--- config.mk ---
export PLATFORM = sky130hd
export DESIGN_NAME = cevero_dvfs_ctrl
export DESIGN_NICKNAME = d
export VERILOG_FILES = /design/src/rtl/cevero_dvfs_ctrl.sv
export SDC_FILE = /design/constraint.sdc
export NUM_CORES = 1
export LEC_CHECK = 0
export ABC_AREA = 1
export ABC_CLOCK_PERIOD_IN_PS = 2100
export CAP_MARGIN = 10
export CORE_MARGIN = 8
export CORE_UTILIZATION = 53
export CTS_CLUSTER_DIAMETER = 200
export DETAILED_ROUTE_END_ITERATION = 8
export HOLD_SLACK_MARGIN = 0.06
export PLACE_DENSITY_LB_ADDON = 0.25
export SKIP_LAST_GASP = 1
export SLEW_MARGIN = 20
export SYNTH_ARGS = -nofsm -noshare
export SYNTH_HDL_FRONTEND = slang
export SYNTH_SLANG_ARGS = --single-unit
--- constraint.sdc ---
create_clock -name clk_i -period 2.1 [get_ports clk_i]
set_clock_uncertainty 0.15 [all_clocks]
set_input_delay 0.42 -clock clk_i [delete_from_list [all_inputs] [get_ports clk_i]]
set_output_delay 0.42 -clock clk_i [all_outputs]
set_load 0.01 [all_outputs]
--- src/rtl/cevero_dvfs_ctrl.sv ---
// Closed-loop DVFS controller: windowed error counting from several sources steps the
// operating level up/down through a req/ack regulator handshake followed by a settle interval.
module cevero_dvfs_ctrl #(
    parameter int unsigned NumErr       = 2,
    parameter int unsigned LevelW       = 3,
    parameter int unsigned MinLevel     = 0,
    parameter int unsigned MaxLevel     = 5,
    parameter int unsigned DefLevel     = 3,
    parameter int unsigned WindowLen    = 16,
    parameter int unsigned ErrThresh    = 3,
    parameter int unsigned OkWindows    = 10,
    parameter int unsigned SettleCycles = 8,
    parameter int unsigned CntW         = 16
) (
    input  logic              clk_i,
    input  logic              rst_ni,
    input  logic              en_i,
    input  logic [NumErr-1:0] error_i,
    input  logic              force_valid_i,
    input  logic [LevelW-1:0] force_level_i,
    input  logic              vreg_ack_i,
    output logic              vreg_req_o,
    output logic [LevelW-1:0] vreg_level_o,
    output logic [LevelW-1:0] level_o,
    output logic              busy_o,
    output logic              step_up_o,
    output logic              step_dn_o
);

    localparam int unsigned TimerW = (WindowLen > 1) ? $clog2(WindowLen) : 1;
    localparam int unsigned OkW    = $clog2(OkWindows + 1);
    localparam int unsigned SetW   = (SettleCycles > 1) ? $clog2(SettleCycles) : 1;

    localparam logic [LevelW-1:0] MinL = LevelW'(MinLevel);
    localparam logic [LevelW-1:0] MaxL = LevelW'(MaxLevel);
    localparam logic [LevelW-1:0] DefL = LevelW'(DefLevel);

    typedef enum logic [1:0] {ST_COUNT, ST_EVAL, ST_REQ, ST_SETTLE} state_e;

    state_e              state_q, state_d;
    logic [LevelW-1:0]   level_q, level_d;
    logic [LevelW-1:0]   target_q, target_d;
    logic [LevelW-1:0]   vreg_level_q, vreg_level_d;
    logic                vreg_req_q, vreg_req_d;
    logic [TimerW-1:0]   timer_q, timer_d;
    logic [CntW-1:0]     err_acc_q, err_acc_d;
    logic [OkW-1:0]      ok_cnt_q, ok_cnt_d;
    logic [SetW-1:0]     settle_q, settle_d;
    logic                step_up_q, step_up_d;
    logic                step_dn_q, step_dn_d;

    logic [CntW:0]       pop, acc_sum;
    logic [CntW-1:0]     acc_sat;
    logic [OkW-1:0]      ok_inc;
    logic [LevelW-1:0]   up_tgt, dn_tgt, force_tgt, tgt;
    logic                launch;

    always_ff @(posedge clk_i or negedge rst_ni) begin
        if (!rst_ni) begin
            state_q      <= ST_COUNT;
            level_q      <= DefL;
            target_q     <= DefL;
            vreg_level_q <= DefL;
            vreg_req_q   <= 1'b0;
            timer_q      <= '0;
            err_acc_q    <= '0;
            ok_cnt_q     <= '0;
            settle_q     <= '0;
            step_up_q    <= 1'b0;
            step_dn_q    <= 1'b0;
        end else begin
            state_q      <= state_d;
            level_q      <= level_d;
            target_q     <= target_d;
            vreg_level_q <= vreg_level_d;
            vreg_req_q   <= vreg_req_d;
            timer_q      <= timer_d;
            err_acc_q    <= err_acc_d;
            ok_cnt_q     <= ok_cnt_d;
            settle_q     <= settle_d;
            step_up_q    <= step_up_d;
            step_dn_q    <= step_dn_d;
        end
    end

    always_comb begin
        pop = '0;
        for (int unsigned i = 0; i < NumErr; i++) begin
            pop = pop + (CntW+1)'(error_i[i]);
        end
        acc_sum = {1'b0, err_acc_q} + pop;
        acc_sat = acc_sum[CntW] ? '1 : acc_sum[CntW-1:0];
        ok_inc  = (ok_cnt_q == '1) ? ok_cnt_q : ok_cnt_q + OkW'(1);
        up_tgt  = (level_q >= MaxL) ? MaxL : level_q + LevelW'(1);
        dn_tgt  = (level_q <= MinL) ? MinL : level_q - LevelW'(1);
        if (32'(force_level_i) < MinLevel) begin
            force_tgt = MinL;
        end else if (32'(force_level_i) > MaxLevel) begin
            force_tgt = MaxL;
        end else begin
            force_tgt = force_level_i;
        end
    end

    always_comb begin
        state_d      = state_q;
        level_d      = level_q;
        target_d     = target_q;
        vreg_level_d = vreg_level_q;
        vreg_req_d   = vreg_req_q;
        timer_d      = timer_q;
        err_acc_d    = err_acc_q;
        ok_cnt_d     = ok_cnt_q;
        settle_d     = settle_q;
        step_up_d    = 1'b0;
        step_dn_d    = 1'b0;
        launch       = 1'b0;
        tgt          = level_q;

        unique case (state_q)
            ST_COUNT: begin
                if (force_valid_i) begin
                    launch    = 1'b1;
                    tgt       = force_tgt;
                    timer_d   = '0;
                    err_acc_d = '0;
                    ok_cnt_d  = '0;
                end else if (en_i) begin
                    err_acc_d = acc_sat;
                    if (timer_q == TimerW'(WindowLen - 1)) begin
                        timer_d = '0;
                        state_d = ST_EVAL;
                    end else begin
                        timer_d = timer_q + TimerW'(1);
                    end
                end else begin
                    timer_d   = '0;
                    err_acc_d = '0;
                end
            end
            ST_EVAL: begin
                launch    = 1'b1;
                err_acc_d = '0;
                if (force_valid_i) begin
                    tgt      = force_tgt;
                    timer_d  = '0;
                    ok_cnt_d = '0;
                end else if (err_acc_q > CntW'(ErrThresh)) begin
                    tgt      = up_tgt;
                    ok_cnt_d = '0;
                end else if (err_acc_q == '0) begin
                    if (ok_inc >= OkW'(OkWindows)) begin
                        tgt      = dn_tgt;
                        ok_cnt_d = '0;
                    end else begin
                        ok_cnt_d = ok_inc;
                    end
                end else begin
                    ok_cnt_d = '0;
                end
            end
            ST_REQ: begin
                if (vreg_ack_i) begin
                    level_d    = target_q;
                    vreg_req_d = 1'b0;
                    step_up_d  = (target_q > level_q);
                    step_dn_d  = (target_q < level_q);
                    settle_d   = '0;
                    timer_d    = '0;
                    err_acc_d  = '0;
                    state_d    = (SettleCycles == 0) ? ST_COUNT : ST_SETTLE;
                end
            end
            ST_SETTLE: begin
                if (settle_q == SetW'(SettleCycles - 1)) begin
                    timer_d   = '0;
                    err_acc_d = '0;
                    state_d   = ST_COUNT;
                end else begin
                    settle_d = settle_q + SetW'(1);
                end
            end
            default: state_d = ST_COUNT;
        endcase

        // COUNT-force and EVAL share one launch path: request only on a real level change.
        if (launch) begin
            if (tgt != level_q) begin
                state_d      = ST_REQ;
                target_d     = tgt;
                vreg_req_d   = 1'b1;
                vreg_level_d = tgt;
            end else begin
                state_d = ST_COUNT;
            end
        end
    end

    always_comb begin
        busy_o       = (state_q == ST_REQ) || (state_q == ST_SETTLE);
        vreg_req_o   = vreg_req_q;
        vreg_level_o = vreg_level_q;
        level_o      = level_q;
        step_up_o    = step_up_q;
        step_dn_o    = step_dn_q;
    end

endmodule
==> flow_metrics.tcl <==
set metrics [dict create \
    cts_inserted_buffers 5 \
    drt.antenna.violating_nets 0 \
    cts.sinks 38 \
    layout.area.seq_sq_um 957 \
    route.met2.wl_microns 4690 \
    yosysUniqueCellTypes 36 \
    worstPathArrival_ns 2.45 \
    post_synth_inst_count 364 \
    worst_setup_path_type "flip-flop to flip-flop" \
    syn_area_sq_mm 0.00272 \
    fmaxAchievable_mhz 418 \
    yosys.cell_count.top_type "sky130_fd_sc_hd__nand2_1" \
    floorplan.core_area_sq_mm 0.00504 \
    start_util_pct 54.0 \
    timing.slew.headroom_pct 55.7 \
    layout_min_cycle_time_ns 2.39 \
    detail_route.vias_per_cell 5.63 \
    power_leakage_nw 2.07 \
    pin_count_of_the_biggest_net_entering_global_routing 17 \
    worstReg2RegStart "err_acc_q[3]" \
    antenna_violations_before_repair 0 \
    min_period_over_period_pct 114 \
    die_y_microns 87.7 \
    drc_errors 0 \
    residual_overflow_from_global_routing 0 \
    synth_top_area_share_pct 31.3 \
    drv_slew 0 \
    setup_repair_after_global_routing_missed_its_margin "yes" \
    synth.top_cells.by_area "sky130_fd_sc_hd__dfrtp_1 31%, sky130_fd_sc_hd__nand2_1 8.1%, sky130_fd_sc_hd__ha_1 7.8%, sky130_fd_sc_hd__inv_1 7.7%, sky130_fd_sc_hd__o21ai_0 6.8%" \
    globalplace.congestion 0.900 \
    cts_max_level 2 \
    postSynthRegisterBits 38 \
    vias 3138 \
    r2r-end "state_q[1]" \
    outcome "complete, but fails checks" \
    report.final.hold_viol_count 0 \
    async_flop_share_pct 100 \
    synth.top_cells.by_count "59 x sky130_fd_sc_hd__nand2_1, 56 x sky130_fd_sc_hd__inv_1, 37 x sky130_fd_sc_hd__o21ai_0" \
    syn-num-nets 392 \
    dpl.cell_count 512 \
    startpoint_type "flip-flop" \
    holdCritPathClass "flip-flop to flip-flop" \
    floorplan.die_area_sq_mm 0.00769 \
    seq_area_frac_synth_pct 35.1 \
    drt_pass1_iterations 5 \
    ir_worst_vdd_mv 0.590 \
    crit_end "state_q[1]" \
    number_of_violations_of_the_max_capacitance_limit 0 \
    cts_root_buf "sky130_fd_sc_hd__clkbuf_8" \
    post-synth-top-area-cell "sky130_fd_sc_hd__dfrtp_1" \
    multi_input_comb_area_sq_mm 0.00183 \
    nets 514 \
    dr_wl_met3_microns 541 \
    via_count_of_the_first_global_routing_pass 2940 \
    num-fill-cells 267 \
    clock_tree_from_tritoncts "yes" \
    std_cell_rows 26 \
    clkTransAtPathRegs_ns 0.08 \
    clock_latency_ns 0.31 \
    number_of_enable_flip_flop_cells_after_synthesis 0 \
    crit_path_start "err_acc_q[3]" \
    pre_cts_ws_ns -0.972 \
    drive_above_1_share_pct 46.4 \
    finalSetupViolCount 21 \
    die_width_microns 87.7 \
    met1_length_microns 3630 \
    drt_iter0_markers 265 \
    synth-main-ff-cell "sky130_fd_sc_hd__dfrtp_1" \
    wire_per_inst_microns 16.5 \
    routed_wl_microns 9210 \
    timing.critical_path.to_type "flip-flop" \
    timing.critical_path.required_ns 2.15 \
    areaGrowthSynthToFinish_pct 54.3 \
    design.portCount 20 \
    final.setup.tns_ns -4.26 \
    violated_checks "setup timing" \
    dr.max_layer_used "met4" \
    post_dp_cell_area_sq_mm 0.00350 \
    final_cell_count_no_fill 557 \
    ys_warn_count 0 \
    cts.path.max_buffers 2 \
    postSynthAreaPerCell_sq_um 7.48 \
    grt_pass1_wl_microns 12800 \
    powerDensity_mw_per_mm2 1030 \
    r2r.worst_path.cells 16 \
    worst_path_max_fanout 6 \
    port_buffers 19 \
    r2r_setup_slack_ns -0.29 \
    design_power_total_mw 4.31 \
    layout_setup_ws_ns -0.294 \
    final_design_area_no_fill_sq_mm 0.00420 \
    ant_cells 0 \
    place.detailed.hpwl_microns 5140 \
    worstMarginPinSlew_ns 0.658 \
    gr_util_all_layers_pct 20.8 \
]
## registers in the layout, summed over array words and instances (netlist names)
signal	count
err_acc_q	16
ok_cnt_q	4
timer_q	4
level_o	3
settle_q	3
vreg_level_o	3
state_q	2
step_dn_o	1
step_up_o	1
vreg_req_o	1
## cell type report
type                            count  share of cell area, %
Clock inverter                      3                   1.07
Inverter                           66                   6.14
Clock buffer                        5                   1.64
Timing Repair Buffer              119                   22.6
Tap cell                           70                   2.09
Multi-Input combinational cell    256                   43.7
Sequential cell                    38                   22.8
## layer usage
metal	GRT usage (%)	vias to the layer above
li1	-	1439
met1	23.4	1530
met2	37.1	128
met3	4.13	41
met4	9.22	0
met5	0	-
## repair_timing
item                                   CTS  global route
setup buffers                           22            15
hold buffers                             1             0
endpoints found under the hold margin   13             0
pin swaps                               29            19
setup endpoints to repair               25            27
resized for setup                       46            61
## stage by stage
step | utilization, % | hold slack (ns)
final | 83.3 | 0.357
after floorplan | - | -0.0256
after global routing | 83.3 | 0.374
after detailed placement | 69.5 | 0.195
after CTS | 76.9 | 0.361
after global placement | 69.5 | 0.193
## cells in the final DEF, fill, tap and decap left out, types with 10 or more instances in the layout
| cell type | count |
|---|---|
| sky130_fd_sc_hd__nand2_2 | 27 |
| sky130_fd_sc_hd__nand3_1 | 17 |
| sky130_fd_sc_hd__clkdlybuf4s50_1 | 13 |
| sky130_fd_sc_hd__dfrtp_1 | 33 |
| sky130_fd_sc_hd__buf_4 | 93 |
| sky130_fd_sc_hd__inv_2 | 19 |
| sky130_fd_sc_hd__o21ai_2 | 10 |
| sky130_fd_sc_hd__a21oi_1 | 16 |
| sky130_fd_sc_hd__o21ai_1 | 16 |
| sky130_fd_sc_hd__nand2_1 | 41 |
| sky130_fd_sc_hd__o21ai_0 | 16 |
| sky130_fd_sc_hd__inv_1 | 44 |
| sky130_fd_sc_hd__nor2_1 | 19 |
| sky130_fd_sc_hd__ha_1 | 12 |
## cell families (layout without fill, tap and decap cells)
logic type      after synthesis  after routing  share of synthesized area, %
flops                        38             38                          35.1
simple gates                150            150                          27.9
xor+xnor                      9              9                          2.90
compound gates               79             79                          15.7
fa+ha+maj                    18             18                          8.55
buf+inv                      70            193                          9.83
## power by group
part	internal [mW]	switching [mW]
Combinational	1.09	1.52
Sequential	0.909	0.133
Clock	0.354	0.300
## worst min path at each step
| stage | from | endpoint | slack, ns | cells after the start |
|---|---|---|---|---|
| final | vreg_req_o | vreg_req_o | 0.36 | 2 |
| after CTS | vreg_req_o | vreg_req_o | 0.36 | 2 |
| after global placement | rst_ni | err_acc_q[11] | 0.19 | 1 |
| after global routing | vreg_level_o[0] | vreg_level_o[0] | 0.37 | 2 |
| after floorplan | rst_ni | err_acc_q[0] | -0.03 | 0 |
| after detailed placement | rst_ni | err_acc_q[11] | 0.19 | 1 |
## worst max-delay path, cell delays in order (launching register included)
cell and delay, ns:
sky130_fd_sc_hd__dfrtp_1 0.41, sky130_fd_sc_hd__inv_2 0.10, sky130_fd_sc_hd__nand2_1 0.17, sky130_fd_sc_hd__nor2_4 0.14, sky130_fd_sc_hd__nand2_2 0.09, sky130_fd_sc_hd__nor2_4 0.17
sky130_fd_sc_hd__buf_6 0.12, sky130_fd_sc_hd__buf_4 0.09, sky130_fd_sc_hd__nand3_1 0.10, sky130_fd_sc_hd__nand3_2 0.10, sky130_fd_sc_hd__nand2_2 0.07, sky130_fd_sc_hd__nand3_2 0.07
sky130_fd_sc_hd__nand2_2 0.06, sky130_fd_sc_hd__nor2_4 0.19, sky130_fd_sc_hd__nand3_2 0.12, sky130_fd_sc_hd__nand2_1 0.10, sky130_fd_sc_hd__inv_1 0.04
No activity file was read; power rests on OpenSTA's default activity.
